## src/rtl/gate_seq_pkg.sv

```systemverilog
// Shared types and constants for the frequency-meter gate sequencer.
package gate_seq_pkg;

  localparam int GATE_SEL_W = 2;

  // Gate lengths in milliseconds, indexed by gate_sel.
  localparam int unsigned GATE_MS_0 = 10;
  localparam int unsigned GATE_MS_1 = 100;
  localparam int unsigned GATE_MS_2 = 1000;
  localparam int unsigned GATE_MS_3 = 10000;

  typedef enum logic [2:0] {
    ST_IDLE,
    ST_CLEAR,
    ST_GATE,
    ST_LATCH,
    ST_GAP
  } state_t;

  // Gate length in ms for a selector value.
  function automatic int unsigned gate_ms(input logic [GATE_SEL_W-1:0] sel);
    case (sel)
      2'd0:    gate_ms = GATE_MS_0;
      2'd1:    gate_ms = GATE_MS_1;
      2'd2:    gate_ms = GATE_MS_2;
      default: gate_ms = GATE_MS_3;
    endcase
  endfunction

endpackage

```

## src/rtl/ms_prescaler.sv

```systemverilog
// Divides clk50 down to a one-cycle millisecond tick.
module ms_prescaler #(
  parameter int TICK_DIV = 50000
) (
  input  logic clk50,
  input  logic rst_n,
  input  logic i_clr,
  input  logic i_en,
  output logic o_tick
);

  localparam int CNT_W = (TICK_DIV > 1) ? $clog2(TICK_DIV) : 1;
  localparam logic [CNT_W-1:0] CNT_LAST = CNT_W'(TICK_DIV - 1);

  logic [CNT_W-1:0] r_cnt;

  // Count 0..TICK_DIV-1 while enabled; the clear wins over counting.
  always_ff @(posedge clk50 or negedge rst_n) begin
    if (!rst_n) begin
      r_cnt <= '0;
    end else if (i_clr) begin
      r_cnt <= '0;
    end else if (i_en) begin
      if (r_cnt == CNT_LAST) begin
        r_cnt <= '0;
      end else begin
        r_cnt <= r_cnt + 1'b1;
      end
    end
  end

  assign o_tick = i_en && !i_clr && (r_cnt == CNT_LAST);

endmodule

```

## src/rtl/gate_sequencer.sv

```systemverilog
// Clear / gate / latch / gap sequencer for the frequency meter.
// Outputs are registered and set on the same edge as the state change.
module gate_sequencer
  import gate_seq_pkg::*;
#(
  parameter int TICK_DIV = 50000,
  parameter int CLR_CYC  = 10,
  parameter int GAP_CYC  = 16,
  parameter int MS_W     = 14
) (
  input  logic                  clk50,
  input  logic                  rst_n,
  input  logic                  start,
  input  logic                  cont,
  input  logic                  abort,
  input  logic [GATE_SEL_W-1:0] gate_sel,
  output logic                  gate,
  output logic                  clr_n,
  output logic                  latch,
  output logic                  busy,
  output logic [GATE_SEL_W-1:0] cur_sel
);

  // One phase counter serves both CLEAR and GAP.
  localparam int PH_MAX = (CLR_CYC > GAP_CYC) ? CLR_CYC : GAP_CYC;
  localparam int PH_W   = (PH_MAX > 1) ? $clog2(PH_MAX) : 1;
  localparam logic [PH_W-1:0] CLR_LAST = PH_W'(CLR_CYC - 1);
  localparam logic [PH_W-1:0] GAP_LAST = PH_W'(GAP_CYC - 1);

  state_t                  r_state;
  logic [PH_W-1:0]         r_phase;
  logic [MS_W-1:0]         r_ms;
  logic                    r_gate;
  logic                    r_clr_n;
  logic                    r_latch;
  logic                    r_busy;
  logic [GATE_SEL_W-1:0]   r_cur_sel;

  logic                    w_pre_clr;
  logic                    w_pre_en;
  logic                    w_tick;
  logic [MS_W-1:0]         w_ms_last;

  // Prescaler only runs inside GATE, so it always starts from zero on entry.
  assign w_pre_en  = (r_state == ST_GATE);
  assign w_pre_clr = !w_pre_en;
  assign w_ms_last = MS_W'(gate_ms(r_cur_sel) - 1);

  ms_prescaler #(
    .TICK_DIV (TICK_DIV)
  ) u_prescaler (
    .clk50  (clk50),
    .rst_n  (rst_n),
    .i_clr  (w_pre_clr),
    .i_en   (w_pre_en),
    .o_tick (w_tick)
  );

  // Sequencer FSM with its phase and ms counters and registered outputs.
  always_ff @(posedge clk50 or negedge rst_n) begin
    if (!rst_n) begin
      r_state   <= ST_IDLE;
      r_phase   <= '0;
      r_ms      <= '0;
      r_gate    <= 1'b0;
      r_clr_n   <= 1'b1;
      r_latch   <= 1'b0;
      r_busy    <= 1'b0;
      r_cur_sel <= '0;
    end else if (abort) begin
      // Abort drops straight to IDLE; the aborted gate gets no latch strobe.
      r_state <= ST_IDLE;
      r_phase <= '0;
      r_ms    <= '0;
      r_gate  <= 1'b0;
      r_clr_n <= 1'b1;
      r_latch <= 1'b0;
      r_busy  <= 1'b0;
    end else begin
      case (r_state)
        ST_IDLE: begin
          if (start) begin
            r_state   <= ST_CLEAR;
            r_phase   <= '0;
            r_clr_n   <= 1'b0;
            r_busy    <= 1'b1;
            r_cur_sel <= gate_sel;
          end
        end
        ST_CLEAR: begin
          if (r_phase == CLR_LAST) begin
            r_state <= ST_GATE;
            r_phase <= '0;
            r_ms    <= '0;
            r_clr_n <= 1'b1;
            r_gate  <= 1'b1;
          end else begin
            r_phase <= r_phase + 1'b1;
          end
        end
        ST_GATE: begin
          if (w_tick) begin
            if (r_ms == w_ms_last) begin
              r_state <= ST_LATCH;
              r_ms    <= '0;
              r_gate  <= 1'b0;
              r_latch <= 1'b1;
            end else begin
              r_ms <= r_ms + 1'b1;
            end
          end
        end
        ST_LATCH: begin
          r_state <= ST_GAP;
          r_phase <= '0;
          r_latch <= 1'b0;
        end
        ST_GAP: begin
          if (r_phase == GAP_LAST) begin
            r_phase <= '0;
            if (cont) begin
              r_state   <= ST_CLEAR;
              r_clr_n   <= 1'b0;
              r_cur_sel <= gate_sel;
            end else begin
              r_state <= ST_IDLE;
              r_busy  <= 1'b0;
            end
          end else begin
            r_phase <= r_phase + 1'b1;
          end
        end
        default: begin
          r_state <= ST_IDLE;
          r_phase <= '0;
          r_ms    <= '0;
          r_gate  <= 1'b0;
          r_clr_n <= 1'b1;
          r_latch <= 1'b0;
          r_busy  <= 1'b0;
        end
      endcase
    end
  end

  assign gate    = r_gate;
  assign clr_n   = r_clr_n;
  assign latch   = r_latch;
  assign busy    = r_busy;
  assign cur_sel = r_cur_sel;

endmodule
```

## config.mk

```make
export PLATFORM = sky130hd
export DESIGN_NAME = gate_sequencer
export DESIGN_NICKNAME = d
export VERILOG_FILES = /design/src/rtl/gate_seq_pkg.sv /design/src/rtl/ms_prescaler.sv /design/src/rtl/gate_sequencer.sv
export SDC_FILE = /design/constraint.sdc
export NUM_CORES = 1
export LEC_CHECK = 0
export ABC_AREA = 1
export CAP_MARGIN = 5
export CORE_MARGIN = 3
export CORE_UTILIZATION = 54
export CTS_CLUSTER_DIAMETER = 120
export DETAILED_ROUTE_END_ITERATION = 10
export PLACE_DENSITY = 0.85
export SLEW_MARGIN = 20
export SYNTH_ARGS = -nofsm -noshare
export SYNTH_HDL_FRONTEND = slang
export SYNTH_SLANG_ARGS = --single-unit
```

## constraint.sdc

```tcl
create_clock -name clk50 -period 2.07 [get_ports clk50]
set_input_delay 0.3105 -clock clk50 [delete_from_list [all_inputs] [get_ports clk50]]
set_output_delay 0.3105 -clock clk50 [all_outputs]
set_load 0.005 [all_outputs]
```

==> results.toml, run 1 <==
[outcome]
outcome = "finished, final reports clean"

[min_path]
min_path_type = "in -> async"

[yosys]
synthTopCellsByArea = "dfrtp_1 (39%), nand2_1 (12%), nor2_1 (8.4%)"
yosys.area.top_type = "dfrtp_1"
synth_nets = 388
synthDistinctLibCells = 33
synth_flop_cell = "dfrtp_1"
ys_seq_area_frac = 0.400
syn_area_um2 = 2700
synthTopCellsByCount = "nand2_1 (83), nor2_1 (60), inv_1 (54)"
synth_top_area_share = 0.390
yosys_warnings = 0
post-synth-top-count-cell = "nand2_1"
synth_enable_flop_cells = 0
synth-seq-cells = 43
async_flop_share = 1.00
synthCells = 369
synth_area_per_cell_um2 = 7.31

[timing]
slew_headroom = 0.432
worst_slew_pin_slew_ns = 0.853
skew_ns = 0.00377
setup_viol = 0
timing.hold.ws_ns = 0.116
fin_crit_ns = 2.04
fmax_mhz = 490
hold_violations = 0
slew_viol_final = 0
rsz0062_at_grt = "true"
fin_crit_sh = 0.986

[die]
die_y_um = 76.7
core_um2 = 4790
chipWidth_um = 76.7
start_util = 0.563
die_area_um2 = 5880
io_pins = 13
num_rows = 25

[critical_path]
r2r_cells = 14
r2r_end = "r_ms[1]"
critPathLaunch = "cur_sel[1]"
startpoint_type = "flop"
path_class = "reg -> reg"
r2r_slack_ns = 0.03
required_ns = 2.25
endpoint_kind = "flop"
worst-path-max-fanout = 4
r2r-start = "cur_sel[1]"
arrival_ns = 2.22

[clock_tree]
cts_buffer_depth = 2
numCtsBuffers = 5
cts_tree = "done"
cts_root_buf = "clkbuf_8"
clock_sinks = 43
clock_latency_ns = 0.30
path_clk_slew_ns = 0.08
htree_levels = 2

[global_routing]
antenna_found_initial = 0
grt_pass1_wl_mm = 10.8
grt_max_degree = 38
grt_usage = 0.221
grt_overflow = 0
grt_pass1_vias = 2492

[cells_and_area]
fin_util = 0.663
seqCellArea_um2 = 1080
final_cell_area_um2 = 3170
diodes = 0
multi_input_area_um2 = 1440
nNetsFinal = 419
fillers = 362
areaGrowthSynthToFinish_pct = 17.7
final_cells = 468
drive_gt1_frac = 0.172

[routing]
drt_iter0_drc = 205
wire_per_inst_um = 13.5
dr.pass1.iters = 5
drt_wl_total_mm = 6.31
vias_per_cell = 5.36
antenna_left = 0
drc = 0
vias = 2508

[place]
place_area_um2 = 2970
dp_cells = 457
dp_hpwl_mm = 4.43
portBuffers = 12
place_congestion = 0.941

[pwr]
worst_ir_drop_vdd_uv = 728
finalPower_w = 0.00333
power_density_nw_per_um2 = 1050
power_leakage_nw = 1.46

[flow_run]
maxCapViolations = 0
## routing by layer
layer / routed length [µm] / GRT usage
met5: 0 / 0
met3: 324 / 0.0352
met2: 3070 / 0.372
met1: 2690 / 0.283
met4: 216 / 0.0906
## sequential cells by signal, indices dropped and copies added (netlist names)
name,flops
u_prescaler.r_cnt,16
latch,1
r_state,3
r_ms,14
r_phase,4
cur_sel,2
clr_n,1
busy,1
gate,1
## layout make-up
class                           count  share of cell area
Inverter                           60              0.0713
Clock buffer                        8              0.0315
Timing Repair Buffer               26              0.0769
Sequential cell                    43               0.340
Multi-Input combinational cell    264               0.454
Tap cell                           67              0.0264
## stage by stage
step / TNS (ns) / setup slack, ns
after floorplan: 0 / 0.116
after global placement: 0 / 0.117
after detailed placement: -0.000436 / -0.000436
after CTS: 0 / 0.0307
after global routing: -0.996 / -0.107
final: 0 / 0.0284
## how the worst max path moves through the flow
stage	endpoint	slack [ns]	depth (start not counted)
finish	r_ms[1]	0.03	14
global placement	gate	0.12	15
floorplan	gate	0.12	15
global route	latch	-0.11	15
CTS	latch	0.03	15
detailed placement	gate	-0.0004	15
## repair_timing
action	in CTS	in global routing
resized for setup	2	27
buffers inserted	0	3
hold buffers	0	0
setup endpoints to repair	5	16
pin swaps	0	10
## worst max-delay path, cell delays in order (launching register included)
cell	delay (ns)
dfrtp_1	0.39
inv_2	0.13
ha_4	0.16
inv_2	0.04
ha_4	0.23
nand2_2	0.06
nand2_1	0.06
nor2_1	0.12
nand2_1	0.07
nor2_1	0.09
nand3_1	0.13
nand2_2	0.13
buf_6	0.12
buf_4	0.11
o22ai_2	0.07
## placed cells by master (no fill, tap or decap), types with 2 or more instances in the layout
master	synthesis	layout
o21ai_1	0	3
nand2_1	83	77
buf_6	0	3
clkdlybuf4s50_1	0	11
ha_1	12	8
a21oi_1	18	18
clkbuf_8	0	7
nand3_1	24	24
nand2_4	0	2
nor2_4	3	3
xor2_1	5	5
buf_4	1	10
nor2_1	60	60
nor3_2	6	6
dfrtp_1	42	41
nor3_1	11	11
nand3_2	2	2
nor4_1	2	2
o21ai_0	14	11
nand2_2	6	10
inv_2	5	12
ha_4	0	3
nand4_1	5	5
inv_1	54	47
## logic make-up after synthesis
| group | synth area share |
|---|---|
| fa+ha+maj | 0.0557 |
| buf+inv | 0.0923 |
| flops | 0.400 |
| simple gates | 0.356 |
| compound gates | 0.0766 |
| xor+xnor | 0.0195 |
## power by group
group | switching, W | internal, W
Clock | 0.000283 | 0.000305
Sequential | 0.0000937 | 0.000947
Combinational | 0.00102 | 0.000677
Total | 0.00140 | 0.00193
(Power assumes the default switching activity.)
==> inputs of run 2 (changes only) <==
Settings changed: REMOVE_ABC_BUFFERS set to 1.
==> run 2 against run 1 <==
  * Setup slack gained 0.067 ns
  * Die area unchanged
  * Critical path type unchanged
  * Largest power group unchanged
  * Sequential share of layout area decreased by 0.066 points
==> results.toml, run 2 (synthesis gave the netlist of run 1 again) <==
[routing]
drt_wl_total_mm = 6.16
drc = 0
antenna_left = 0
vias_per_cell = 5.43
wire_per_inst_um = 13.1
dr.pass1.iters = 5
vias = 2552
drt_iter0_drc = 152

[min_path]
hold_end = "u_prescaler.r_cnt[0]"
hold_path.startpoint = "u_prescaler.r_cnt[0]"
min_path_type = "reg -> reg"
min_path_cells = 1

[cells_and_area]
fillers = 418
final_common_cell = "nand2_1"
regMostFlops = "u_prescaler.r_cnt"
reg_top3 = "u_prescaler.r_cnt (16), r_ms (14), r_phase (4)"
drive_gt1_frac = 0.154
areaGrowthSynthToFinish_pct = 17.8
largest_reg_flops = 16
diodes = 0
nNetsFinal = 421
final_cells = 470
layout_common_cells = "nand2_1 (79), nor2_1 (60), inv_1 (49)"

[global_routing]
grt_pass1_vias = 2614
grt_max_degree = 26
grt_pass1_wl_mm = 11.0
antenna_found_initial = 0
grt_usage = 0.229
grt_overflow = 0

[clock_tree]
path_clk_slew_ns = 0.09
cts_buffer_depth = 2
htree_levels = 2
numCtsBuffers = 5
cts_root_buf = "clkbuf_8"
clock_latency_ns = 0.30
cts_tree = "done"
clock_sinks = 43

[timing]
worst_slew_pin_slew_ns = 0.469
fin_ws_ns = 0.0958
hold_violations = 0
skew_ns = 0.0123
setup_viol = 0
fin_crit_ns = 1.97
fmax_mhz = 507
slew_headroom = 0.688
slew_viol_final = 0
fin_crit_sh = 0.954

[place]
dp_cells = 457
dp_slack_ns = 0.0487
portBuffers = 12
dp_hpwl_mm = 4.62
place_congestion = 1.01

[die]
start_util = 0.563
die_area_um2 = 5880
io_pins = 13
die_y_um = 76.7
core_um2 = 4790
num_rows = 25
chipWidth_um = 76.7

[critical_path]
r2r_slack_ns = 0.1
r2r_cells = 13
endpoint_kind = "flop"
startpoint_type = "flop"
required_ns = 2.26
r2r-start = "cur_sel[0]"
path_class = "reg -> reg"
worst-path-max-fanout = 4
r2r_end = "r_state[1]"
arrival_ns = 2.16

[flow_run]
maxCapViolations = 0

[pwr]
power_density_nw_per_um2 = 1050
power_leakage_nw = 1.47
worst_ir_drop_vdd_uv = 810

[outcome]
outcome = "finished, final reports clean"
[run 2: repair_timing]
action,in CTS,in global routing
hold buffers,1,0
setup endpoints to repair,0,16
setup buffers,0,4
hold endpoints to repair,18,0
gates resized for setup,0,17
[run 2: where the power goes]
part	internal [W]	leakage (nW)	switching, W	total (W)
registers	0.000945	0.586	0.0000846	0.00103
logic	0.000684	0.836	0.000957	0.00164
clock network	0.000361	0.0524	0.000289	0.000650
[run 2: worst max-delay path by stage]
stage	endpoint	from
2_1_floorplan	r_ms[13]	cur_sel[0]
3_5_place_dp	r_ms[4]	abort
6_report	r_state[1]	cur_sel[0]
3_3_place_gp	r_ms[4]	abort
5_1_grt	r_ms[11]	u_prescaler.r_cnt[0]
4_1_cts	r_ms[2]	cur_sel[0]
[run 2: layout make-up]
class | instances | area (µm²) | share of cell area
Timing Repair Buffer | 28 | 270 | 0.0851
Inverter | 60 | 226 | 0.0713
Multi-Input combinational cell | 264 | 1410 | 0.445
Clock buffer | 7 | 76.3 | 0.0240
Tap cell | 67 | 83.8 | 0.0264
Clock inverter | 1 | 30.0 | 0.00945
Sequential cell | 43 | 1080 | 0.339
[run 2: per-layer routing]
layer / GRT usage / up-vias / wire length [µm]
li1: - / 1230 / -
met1: 0.284 / 1187 / 2590
met2: 0.378 / 109 / 2970
met3: 0.0458 / 26 / 400
met4: 0.114 / 0 / 205
met5: 0 / - / 0
[run 2: per-stage QoR]
step / area, µm² / setup TNS (ns) / hold WS [ns] / utilization / total power [W]
after CTS: 3100 / 0 / 0.464 / 0.647 / 0.00314
after detailed placement: 2980 / 0 / 0.287 / 0.623 / 0.00249
after global placement: 2980 / 0 / 0.288 / 0.623 / 0.00244
after global routing: 3180 / -0.125 / 0.492 / 0.664 / 0.00359
final: 3180 / 0 / 0.457 / 0.664 / 0.00332
after floorplan: 2670 / 0 / 0.0149 / - / 0.00195
[run 2: critical path, stage by stage (launching register included)]
cell	delay, ns
dfrtp_1	0.42
buf_4	0.16
ha_1	0.22
inv_1	0.11
nand2_1	0.11
nor2_1	0.12
nor2_1	0.05
nor2_1	0.12
nand3_1	0.13
nand2_2	0.13
buf_6	0.12
nand2_2	0.06
nand2_1	0.06
o21ai_0	0.08
==> inputs of run 3 (changes only) <==
Settings changed: CORE_UTILIZATION 54 to 56, CTS_BUF_LIST set to sky130_fd_sc_hd__clkbuf_8, PLACE_DENSITY 0.85 to 0.88.
==> run 3 against run 2 <==
  * Clock power down 9.4%
  * Cell count down 3.4%
  * First-iteration DRC count up 32%
  * Non-clock buffer count down 2
  * Total power down 0.15%
  * Die area down 3.3%
  * Largest power group unchanged
==> results.toml, run 3 (synthesis gave the netlist of run 1 again) <==
[flow_run]
maxCapViolations = 0

[clock_tree]
clock_latency_ns = 0.29
path_clk_slew_ns = 0.08
holdBufCountCts = 0
numCtsBuffers = 5
cts_tree = "done"
cts_buffer_depth = 2
htree_levels = 2
clock_sinks = 43
cts_root_buf = "clkbuf_8"

[die]
start_util = 0.599
io_pins = 13
chipWidth_um = 75.4
die_area_um2 = 5680
core_um2 = 4500
num_rows = 24
die_y_um = 75.4

[outcome]
outcome = "finished, final reports clean"

[cells_and_area]
regMostFlops = "u_prescaler.r_cnt"
layout_common_cells = "nand2_1 (77), nor2_1 (60), inv_1 (51)"
nNetsFinal = 420
reg_top3 = "u_prescaler.r_cnt (16), r_ms (14), r_phase (4)"
drive_gt1_frac = 0.159
final_cell_area_um2 = 3150
final_common_cell = "nand2_1"
areaGrowthSynthToFinish_pct = 16.8
diodes = 0
largest_reg_flops = 16

[timing]
fin_crit_sh = 0.967
fmax_mhz = 500
slew_viol_final = 0
timing.hold.ws_ns = 0.0668
worst_slew_pin_slew_ns = 0.542
setup_viol = 0
fin_crit_ns = 2.00
hold_violations = 0
skew_ns = 0.0137
slew_headroom = 0.639

[pwr]
clkPwrFrac = 0.178
worst_ir_drop_vdd_uv = 808
power_density_nw_per_um2 = 1050
swShare = 0.419
seqPwrFrac = 0.312
power_frac_comb = 0.510
p_int_w = 0.00193
switching_power_w = 0.00139
power_leakage_nw = 1.46

[critical_path]
r2r_cells = 14
arrival_ns = 2.17
r2r-start = "cur_sel[0]"
r2r_end = "r_state[1]"
path_class = "reg -> reg"
r2r_slack_ns = 0.07
required_ns = 2.24
startpoint_type = "flop"
worst-path-max-fanout = 5
endpoint_kind = "flop"

[routing]
dr.pass1.iters = 4
vias_per_cell = 5.49
vias = 2494
drt_wl_total_mm = 6.14
drc = 0
wire_per_inst_um = 13.5
drt_iter0_drc = 200
antenna_left = 0

[global_routing]
grtUsageMet2 = 0.383
grt_pass1_vias = 2280
met1_usage = 0.305
grt.busiest_layer = "met2"
grt_usage = 0.229
antenna_found_initial = 0
grt_overflow = 0
grt_pass1_wl_mm = 10.0
met3_usage = 0.0462
grt_max_degree = 44

[min_path]
min_path_type = "in -> async"

[place]
dp_hpwl_mm = 4.36
place_area_um2 = 2940
place_congestion = 0.933
portBuffers = 12
run 3: changes by cell type in the layout (fill, tap and decap cells not counted), sizes merged:
cell / previous run / this run
nand2: 89 / 90
clkinvlp: 0 / 1
bufinv: 1 / 0
buf: 16 / 15
dlygate4sd3: 1 / 0
run 3: how the worst max path moves through the flow:
stage                     cells past startpoint        from          to
final                                        14  cur_sel[0]  r_state[1]
after global routing                         14  cur_sel[0]  r_state[1]
after CTS                                    13  cur_sel[1]  r_state[1]
after detailed placement                     14  cur_sel[1]     r_ms[4]
after global placement                       14  cur_sel[1]    r_ms[13]
after floorplan                              14  cur_sel[0]    r_ms[13]
run 3: cell type report:
type                       instances  area, µm²
multi-input combinational        265       1440
fill                             354       1360
sequential                        43       1080
timing repair buffer              26        233
inverter                          60        229
clock buffer                       7       96.3
tap                               52       65.1
clock inverter                     1       7.51
run 3: per-stage QoR:
| step | util | TNS, ns | std cells | setup WS (ns) | power [W] |
|---|---|---|---|---|---|
| after floorplan | - | 0 | 367 | 0.102 | 0.00195 |
| final | 0.699 | 0 | 454 | 0.0681 | 0.00332 |
| after CTS | 0.678 | 0 | 449 | 0.0230 | 0.00308 |
| after global placement | 0.653 | 0 | 441 | 0.0887 | 0.00242 |
| after detailed placement | 0.653 | -0.131 | 441 | -0.0288 | 0.00247 |
| after global routing | 0.699 | -1.49 | 454 | -0.127 | 0.00357 |
run 3: power groups by stage:
stage	Clock (W)	Combinational (W)	Sequential [W]
finish	0.000589	0.00169	0.00104
global placement	0	0.00139	0.00104
global route	0.000645	0.00188	0.00105
detailed placement	0	0.00142	0.00105
CTS	0.000597	0.00145	0.00103
floorplan	0	0.000903	0.00104
run 3: timing repair:
item,4_1_cts,5_1_grt
buffers inserted,0,4
cloned,0,1
endpoints found under the setup margin,6,15
pin swaps,0,4
gates resized for setup,2,19
run 3: worst max-delay path: stages (launching register included):
cell and delay (ns):
dfrtp_1 0.41, inv_2 0.06, ha_2 0.18, inv_1 0.10, ha_4 0.21, nand2_1 0.06
nand2_1 0.05, nor2_1 0.11, nand2_1 0.08, nor2_1 0.13, nand3_2 0.11, nand2_4 0.17
nand2_4 0.08, nand2_1 0.07, o21ai_1 0.07
run 3: routing by layer:
layer	vias to the layer above	routed length (µm)
met5	-	0
met4	0	59
met3	7	385
met2	88	3030
met1	1168	2670
li1	1231	-
